--- config.mk ---
export PLATFORM = sky130hd
export DESIGN_NAME = memory_access
export DESIGN_NICKNAME = d
export VERILOG_FILES = /design/src/rtl/memory_access.sv
export SDC_FILE = /design/constraint.sdc
export NUM_CORES = 1
export LEC_CHECK = 0
export CAP_MARGIN = 20
export CORE_MARGIN = 2
export CORE_UTILIZATION = 42
export CTS_CLUSTER_SIZE = 14
export DETAILED_ROUTE_END_ITERATION = 10
export PLACE_DENSITY_LB_ADDON = 0.12
export RECOVER_POWER = 100
export SLEW_MARGIN = 20
export SYNTH_ARGS = -nofsm -noshare
export SYNTH_HDL_FRONTEND = slang
export SYNTH_SLANG_ARGS = --single-unit
--- constraint.sdc ---
create_clock -name clk_i -period 6.44 [get_ports clk_i]
set_clock_uncertainty 0.05 [all_clocks]
set_input_delay 1.288 -clock clk_i [delete_from_list [all_inputs] [get_ports clk_i]]
set_output_delay 1.288 -clock clk_i [all_outputs]
set_load 0.03 [all_outputs]
--- src/rtl/memory_access.sv ---
// Memory-access pipeline stage: issues aligned data-memory requests for loads/stores,
// stalls upstream until acknowledged, and formats load data for writeback.
module memory_access #(
    parameter int XLEN = 32
) (
    input  logic            clk_i,
    input  logic            reset_i,
    input  logic            valid_i,
    input  logic [XLEN-1:0] alu_result_i,
    input  logic [XLEN-1:0] read_data2_i,
    input  logic [4:0]      write_addr_reg_i,
    input  logic [2:0]      funct3_i,
    input  logic            mem_read_i,
    input  logic            mem_write_i,
    input  logic            reg_write_i,
    output logic            dmem_req_o,
    output logic            dmem_we_o,
    output logic [XLEN-1:0] dmem_addr_o,
    output logic [XLEN-1:0] dmem_wdata_o,
    output logic [3:0]      dmem_be_o,
    input  logic            dmem_ack_i,
    input  logic [XLEN-1:0] dmem_rdata_i,
    output logic            wb_valid_o,
    output logic [XLEN-1:0] wb_data_o,
    output logic [4:0]      wb_rd_o,
    output logic            wb_reg_write_o,
    output logic            stall_o,
    output logic            fault_o
);

    typedef enum logic {IDLE, ACCESS} state_t;

    state_t          state_reg;
    logic [2:0]      funct3_reg;
    logic [1:0]      off_reg;
    logic [4:0]      rd_reg;

    logic            is_mem;
    logic            funct3_ok;
    logic            aligned;
    logic            legal;
    logic            accept;
    logic [3:0]      be_next;
    logic [XLEN-1:0] wdata_next;
    logic [XLEN-1:0] rdata_shifted;
    logic [XLEN-1:0] load_data;

    assign is_mem = mem_read_i | mem_write_i;

    always_comb begin
        funct3_ok = 1'b0;
        if (mem_read_i) begin
            funct3_ok = (funct3_i == 3'b000) || (funct3_i == 3'b001) || (funct3_i == 3'b010) ||
                        (funct3_i == 3'b100) || (funct3_i == 3'b101);
        end else begin
            funct3_ok = (funct3_i == 3'b000) || (funct3_i == 3'b001) || (funct3_i == 3'b010);
        end
    end

    always_comb begin
        aligned    = 1'b1;
        be_next    = 4'b0001 << alu_result_i[1:0];
        wdata_next = {4{read_data2_i[7:0]}};
        case (funct3_i[1:0])
            2'b01: begin
                aligned    = ~alu_result_i[0];
                be_next    = 4'b0011 << alu_result_i[1:0];
                wdata_next = {2{read_data2_i[15:0]}};
            end
            2'b10: begin
                aligned    = (alu_result_i[1:0] == 2'b00);
                be_next    = 4'b1111;
                wdata_next = read_data2_i;
            end
            default: ;
        endcase
    end

    assign legal   = (mem_read_i ^ mem_write_i) & funct3_ok & aligned;
    assign accept  = (state_reg == IDLE) & valid_i & is_mem & legal;
    assign stall_o = accept | ((state_reg == ACCESS) & ~dmem_ack_i);

    // Halfword offsets are always 0 or 2, so one byte-granular shift serves both sizes.
    assign rdata_shifted = dmem_rdata_i >> {off_reg, 3'b000};

    always_comb begin
        case (funct3_reg)
            3'b000:  load_data = {{24{rdata_shifted[7]}}, rdata_shifted[7:0]};
            3'b001:  load_data = {{16{rdata_shifted[15]}}, rdata_shifted[15:0]};
            3'b100:  load_data = {24'd0, rdata_shifted[7:0]};
            3'b101:  load_data = {16'd0, rdata_shifted[15:0]};
            default: load_data = dmem_rdata_i;
        endcase
    end

    always_ff @(posedge clk_i or posedge reset_i) begin
        if (reset_i) begin
            state_reg      <= IDLE;
            funct3_reg     <= 3'd0;
            off_reg        <= 2'd0;
            rd_reg         <= 5'd0;
            dmem_req_o     <= 1'b0;
            dmem_we_o      <= 1'b0;
            dmem_addr_o    <= '0;
            dmem_wdata_o   <= '0;
            dmem_be_o      <= 4'd0;
            wb_valid_o     <= 1'b0;
            wb_data_o      <= '0;
            wb_rd_o        <= 5'd0;
            wb_reg_write_o <= 1'b0;
            fault_o        <= 1'b0;
        end else begin
            wb_valid_o <= 1'b0;
            fault_o    <= 1'b0;
            case (state_reg)
                IDLE: begin
                    if (valid_i && !is_mem) begin
                        wb_valid_o     <= 1'b1;
                        wb_data_o      <= alu_result_i;
                        wb_rd_o        <= write_addr_reg_i;
                        wb_reg_write_o <= reg_write_i && (write_addr_reg_i != 5'd0);
                    end else if (accept) begin
                        state_reg    <= ACCESS;
                        funct3_reg   <= funct3_i;
                        off_reg      <= alu_result_i[1:0];
                        rd_reg       <= write_addr_reg_i;
                        dmem_req_o   <= 1'b1;
                        dmem_we_o    <= mem_write_i;
                        dmem_addr_o  <= {alu_result_i[XLEN-1:2], 2'b00};
                        dmem_wdata_o <= wdata_next;
                        dmem_be_o    <= be_next;
                    end else if (valid_i) begin
                        // Illegal access retires as a non-writing instruction with a fault flag.
                        fault_o        <= 1'b1;
                        wb_valid_o     <= 1'b1;
                        wb_data_o      <= alu_result_i;
                        wb_rd_o        <= write_addr_reg_i;
                        wb_reg_write_o <= 1'b0;
                    end
                end
                ACCESS: begin
                    if (dmem_ack_i) begin
                        state_reg      <= IDLE;
                        dmem_req_o     <= 1'b0;
                        wb_valid_o     <= 1'b1;
                        wb_rd_o        <= rd_reg;
                        wb_reg_write_o <= ~dmem_we_o && (rd_reg != 5'd0);
                        if (!dmem_we_o) begin
                            wb_data_o <= load_data;
                        end
                    end
                end
                default: state_reg <= IDLE;
            endcase
        end
    end

endmodule
==> run summary <==
outcome - finished with violations
violated checks - capacitance limit, slew limit
FMAX - 0.179 GHz
Synth area leaders - dfrtp_1 (50%), mux2_2 (13%), mux2_4 (8.3%), a221o_1 (3.8%), o21ai_0 (3.6%)
CP max stage delay - 0.80 ns
total CTS buffers - 17
postcts setup bufs - 0
critical path fanouts, max - 14
Clock transition at path regs - 0.05 ns
Layout area overhead - 45.0%
Yosys top cell area share - 49.7%
Final Hold Vio Count - 0
global route overflow - 0
Syn. warnings - 0
storage element area - 2980 sq um
CP Cell Sequence - dlygate4sd3_1 -> inv_1 -> ha_1 -> o21ai_0 -> a21o_1 -> a2111o_2 -> o21ai_0 -> dlygate4sd3_1
worst r2r path cells - 6
CTS resizes - 0
top-count cell post-synth - dfrtp_1
area occupied by multi-input gates - 2660 sq um
first-pass GRT wire length - 27100 um
minimum clock period - 5.58 ns
post-synthesis cell type count - 42
static leakage - 3.72 nW
CP Capture Point - stall_o
worst path bufs/invs - 3
slowest cell on the critical path - dlygate4sd3_1
CP arrival - 4.25 ns
critical setup path kind - in2out
Layout Cells excl Fill - 905
DP HPWL - 12600 um
GRT Util Overall - 23.7%
setup TNS - 0 ns
most common library cells after synthesis - dfrtp_1 (119), mux2_2 (70), o21ai_0 (43)
Critical Path RT - 5.10 ns
Post-synth EDFFs - 0
Reg-to-Reg Start - state_reg$_DFF_PP0_
Post-synth top flop - dfrtp_1
1st-pass router iterations - 5
largest net degree at the start of global routing - 74
Post-CTS Hold Buffers - 0
area leader, netlist - dfrtp_1
Max-slew headroom - -96.4%
family with the most delay on the worst path - buffers and inverters
worst r2r dst - dmem_addr_o[10]$_DFFE_PP0P_
clock root cell - clkbuf_16
CTS tree - yes
nets - 827
routed wl met2 - 8390 um
port bufs - 219
Final setup viols - 0
Worst Max-Slew Pin Slew - 2.93 ns
crit path launch type - input pin
RSZ-0062 raised after global routing - false
DR DRC count - 0
vias after detailed routing - 4870
Hold Path Class - reg2reg
Final Slew Violations - 137
Max Buffers Root-to-Sink - 2
ys async rst share - 100%
layout cells sized above 1 - 15.3%
wire length on met1 - 7210 um
Peak supply drop - 193 uV
initial antenna violation count - 0
core area - 13900 sq um
Post-Route WL - 17400 um
Mean Syn Cell Area - 11.8 sq um
ANT nets after route - 0
CTS H-tree lvls - 4
Initial DRC Count - 281
# Max-Cap Violations - 3
placed instance count - 873
Critical Path Stages - 8
worst reg2reg setup slack - 1.75 ns
synthesized instance count - 508
synthesized flop and latch total - 119
top flop regs - dmem_wdata_o (32), wb_data_o (32), dmem_addr_o (30)
CP Launch Point - funct3_i[1]
met3 routed WL - 1420 um
Synth Cell Area - 6000 sq um
Die Y - 123 um
die area - 15200 sq um
Power Density - 400 nW/um^2
diode count - 0
Top Layer Used - met4
vias in the first global route - 5119
worst-skew pair later-pin latency - 0.41 ns
IO Pins - 222
global placer's final weighted congestion - 0.856
CTS Sinks - 119
register area share after synthesis - 49.7%
Fillers - 1170
Vias/cell - 5.38
die width - 123 um
wire per inst - 19.2 um
Initial Utilization - 43.0%
Final Cycle Share - 86.7%
kind of end point of the critical path - output pin
FP Rows - 43
==> how the worst min path moves through the flow <==
| stage | cells past startpoint | startpoint | end | slack [ns] |
|---|---|---|---|---|
| global placement | 2 | dmem_wdata_o[25]$_DFFE_PP0P_ | dmem_wdata_o[25]$_DFFE_PP0P_ | 0.41 |
| CTS | 2 | dmem_wdata_o[22]$_DFFE_PP0P_ | dmem_wdata_o[22]$_DFFE_PP0P_ | 0.44 |
| global route | 1 | dmem_addr_o[2]$_DFFE_PP0P_ | dmem_addr_o[2]$_DFFE_PP0P_ | 0.45 |
| finish | 2 | dmem_wdata_o[22]$_DFFE_PP0P_ | dmem_wdata_o[22]$_DFFE_PP0P_ | 0.42 |
| detailed placement | 2 | dmem_wdata_o[22]$_DFFE_PP0P_ | dmem_wdata_o[22]$_DFFE_PP0P_ | 0.42 |
| floorplan | 1 | rd_reg[4]$_DFFE_PP0P_ | rd_reg[4]$_DFFE_PP0P_ | 0.44 |
==> cell families (layout without fill, tap and decap cells) <==
group                      after synthesis  after routing  synth area share [%]
DFF                                    119            119                  49.7
adders and majority gates                4              4                 0.835
muxes                                  105            105                  22.0
buffers and inverters                   49            265                  4.07
AOI/OAI and AO/OA                      145            145                  16.8
and+or+nand+nor                         85             85                  6.63
other                                    1              2                0.0625
==> layout make-up <==
type	instances	share of cell area, %
Clock buffer	23	5.61
Clock inverter	9	1.12
Inverter	11	0.489
Multi-Input combinational cell	341	30.6
Sequential cell	119	34.2
Tap cell	180	2.59
Timing Repair Buffer	222	25.4
==> layer usage <==
layer / GRT usage [%] / vias up
met3: 7.80 / 23
li1: - / 2285
met1: 29.7 / 2373
met5: 0 / -
met4: 10.4 / 0
met2: 37.4 / 189
==> metrics by stage <==
step / power, W / util [%] / area [sq um] / hold WS, ns / setup WS (ns)
floorplan: 0.00207 / - / 6000 / 0.437 / 1.94
global placement: 0.00269 / 59.1 / 8240 / 0.411 / 1.11
detailed placement: 0.00271 / 59.1 / 8240 / 0.423 / 1.06
CTS: 0.00367 / 63.3 / 8830 / 0.436 / 1.04
global route: 0.00367 / 62.4 / 8700 / 0.454 / 0.723
finish: 0.00348 / 62.4 / 8700 / 0.421 / 0.856
==> worst register-to-register path, delay by kind of cell, from the launching register on <==
family          cells  cell delay, ns
buf+inv             3            2.61
flops               1            1.00
mux                 1            0.44
simple gates        1            0.32
compound gates      1            0.15
==> power breakdown <==
group / switching, W / total [W] / internal (W)
sequential: 0.000164 / 0.00115 / 0.000986
combinational: 0.000804 / 0.00139 / 0.000591
clock: 0.000329 / 0.000935 / 0.000606
total: 0.00130 / 0.00348 / 0.00218
==> cells in the final DEF, fill, tap and decap left out, types with 3 or more instances in the layout <==
master / netlist / layout
a21oi_1: 33 / 33
a221o_1: 23 / 23
a22o_1: 7 / 7
a22oi_1: 17 / 17
clkbuf_1: 22 / 3
clkbuf_16: 0 / 17
clkbuf_8: 0 / 4
clkdlybuf4s50_1: 0 / 108
clkinv_2: 0 / 6
dfrtp_1: 119 / 119
dlygate4sd3_1: 0 / 111
ha_1: 4 / 4
inv_1: 10 / 9
mux2_1: 1 / 34
mux2_2: 70 / 70
nand2_1: 39 / 39
nor2_1: 16 / 15
nor2b_1: 19 / 19
o211ai_1: 7 / 7
o21ai_0: 43 / 44
o31ai_1: 3 / 3
or2_2: 3 / 3
Power figures use the tool's default switching activity.
==> patch (same flow settings) <==
Make the reset (`reset_i`) synchronous in one clocked block.
--- a/src/rtl/memory_access.sv
+++ b/src/rtl/memory_access.sv
@@ -94,5 +94,5 @@
     end
 
-    always_ff @(posedge clk_i or posedge reset_i) begin
+    always_ff @(posedge clk_i) begin
         if (reset_i) begin
             state_reg      <= IDLE;
Formal check against the unedited RTL: differs if reset_i is asserted again (counterexample within 4 cycles, from zero or initial values and one cycle with reset_i high); with reset_i held inactive, the same outputs for 4 cycles.
==> patch against the unedited design <==
  * The flow still finishes with violations (max-capacitance violations, max-slew violations)
  * Worst setup slack better by 0.071 ns
  * Routed wire length increased by 7.9%
  * Synthesized area fell by 3.6%
  * Via count grew 21%
  * Maximum frequency rose by 1.3%
  * Sequential cell count is the same
  * Worst hold slack worse by 0.023 ns
  * Final area fell by 2.3%
  * Critical endpoint is now dmem_addr_o[10]
  * Largest cell class is now multi-input combinational cells
Power is not compared: it rests on default switching activity, and its combinational part moved more than twofold at a synthesized area within 25%.
==> patch: results (changes against the unedited design) <==
Status: finished, violations left
Violated checks: max-capacitance violations, max-slew violations
Max FO, Critical Path: 41 (+27)
Synth cell count leaders: 137 x nand2_1, 119 x dfxtp_1, 85 x a21oi_1
WHS Endpoint: dmem_addr_o[6]
Layout non-clock buf frac: 0.261 (+0.00720)
Critical Path Max Stage Delay: 1.58 ns (+0.78 ns)
Final nets: 985 (+19%)
Flop2flop setup slack: 2.53 ns (+0.78 ns)
DR vias: 5870 (+21%)
Slowest-stage cell, CP: and2_0
Worst hold start: dmem_addr_o[6]
Multi-input logic cell count: 498 (+46%)
Slew @ Worst Pin: 2.08 ns (-0.853 ns)
Area contributors post-synth: dfxtp_1 41%, nand2_1 8.9%, a21oi_1 7.4%, nor2_1 4.5%, a211oi_2 3.9%
Delay-heaviest family, CP: simple AND/OR/NAND/NOR gates
Final WL: 18800 µm (+7.9%)
Pin count of the biggest net entering global routing: 97 (+31%)
Final clock-cell share: 0.0745 (+0.00719)
Global Route Usage Sum: 0.254 (+0.0165)
Area post-placement: 0.00792 mm² (-3.9%)
Non-filler cells, final: 1059 (+17%)
Slew Viols, Final: 119 (-13%)
Cell count after placement: 1027 (+18%)
Max-cap violation count: 2 (-1)
==> patch: report_power, final <==
| group | total [W] | switching [W] | internal [W] | leakage [nW] |
|---|---|---|---|---|
| Combinational | 0.000368 | 0.000210 | 0.000159 | 1.89 |
| Clock | 0.00101 | 0.000323 | 0.000685 | 0.317 |
| Sequential | 0.000791 | 0.0000204 | 0.000771 | 0.970 |
| Total | 0.00217 | 0.000553 | 0.00161 | 3.18 |
==> patch: tightest hold or removal path, stage by stage, from the launching register on <==
cell,delay (ns)
dfxtp_1,0.30
nand2_1,0.05
a21oi_1,0.05
==> patch: layer usage <==
layer,wire [µm],GRT usage,up-vias
met2,9190,0.432,248
met1,7630,0.299,2752
li1,-,-,2842
met4,353,0.0927,0
met3,1600,0.0799,28
met5,0,0,-
==> patch: kinds of logic after synthesis <==
logic type	share of synthesized area
AND/OR/NAND/NOR	0.201
flip-flops	0.412
buffers and inverters	0.0624
multiplexers	0.0474
AO/OA/AOI/OAI	0.268
other	0.000649
adder cells (fa/ha/maj)	0.00866
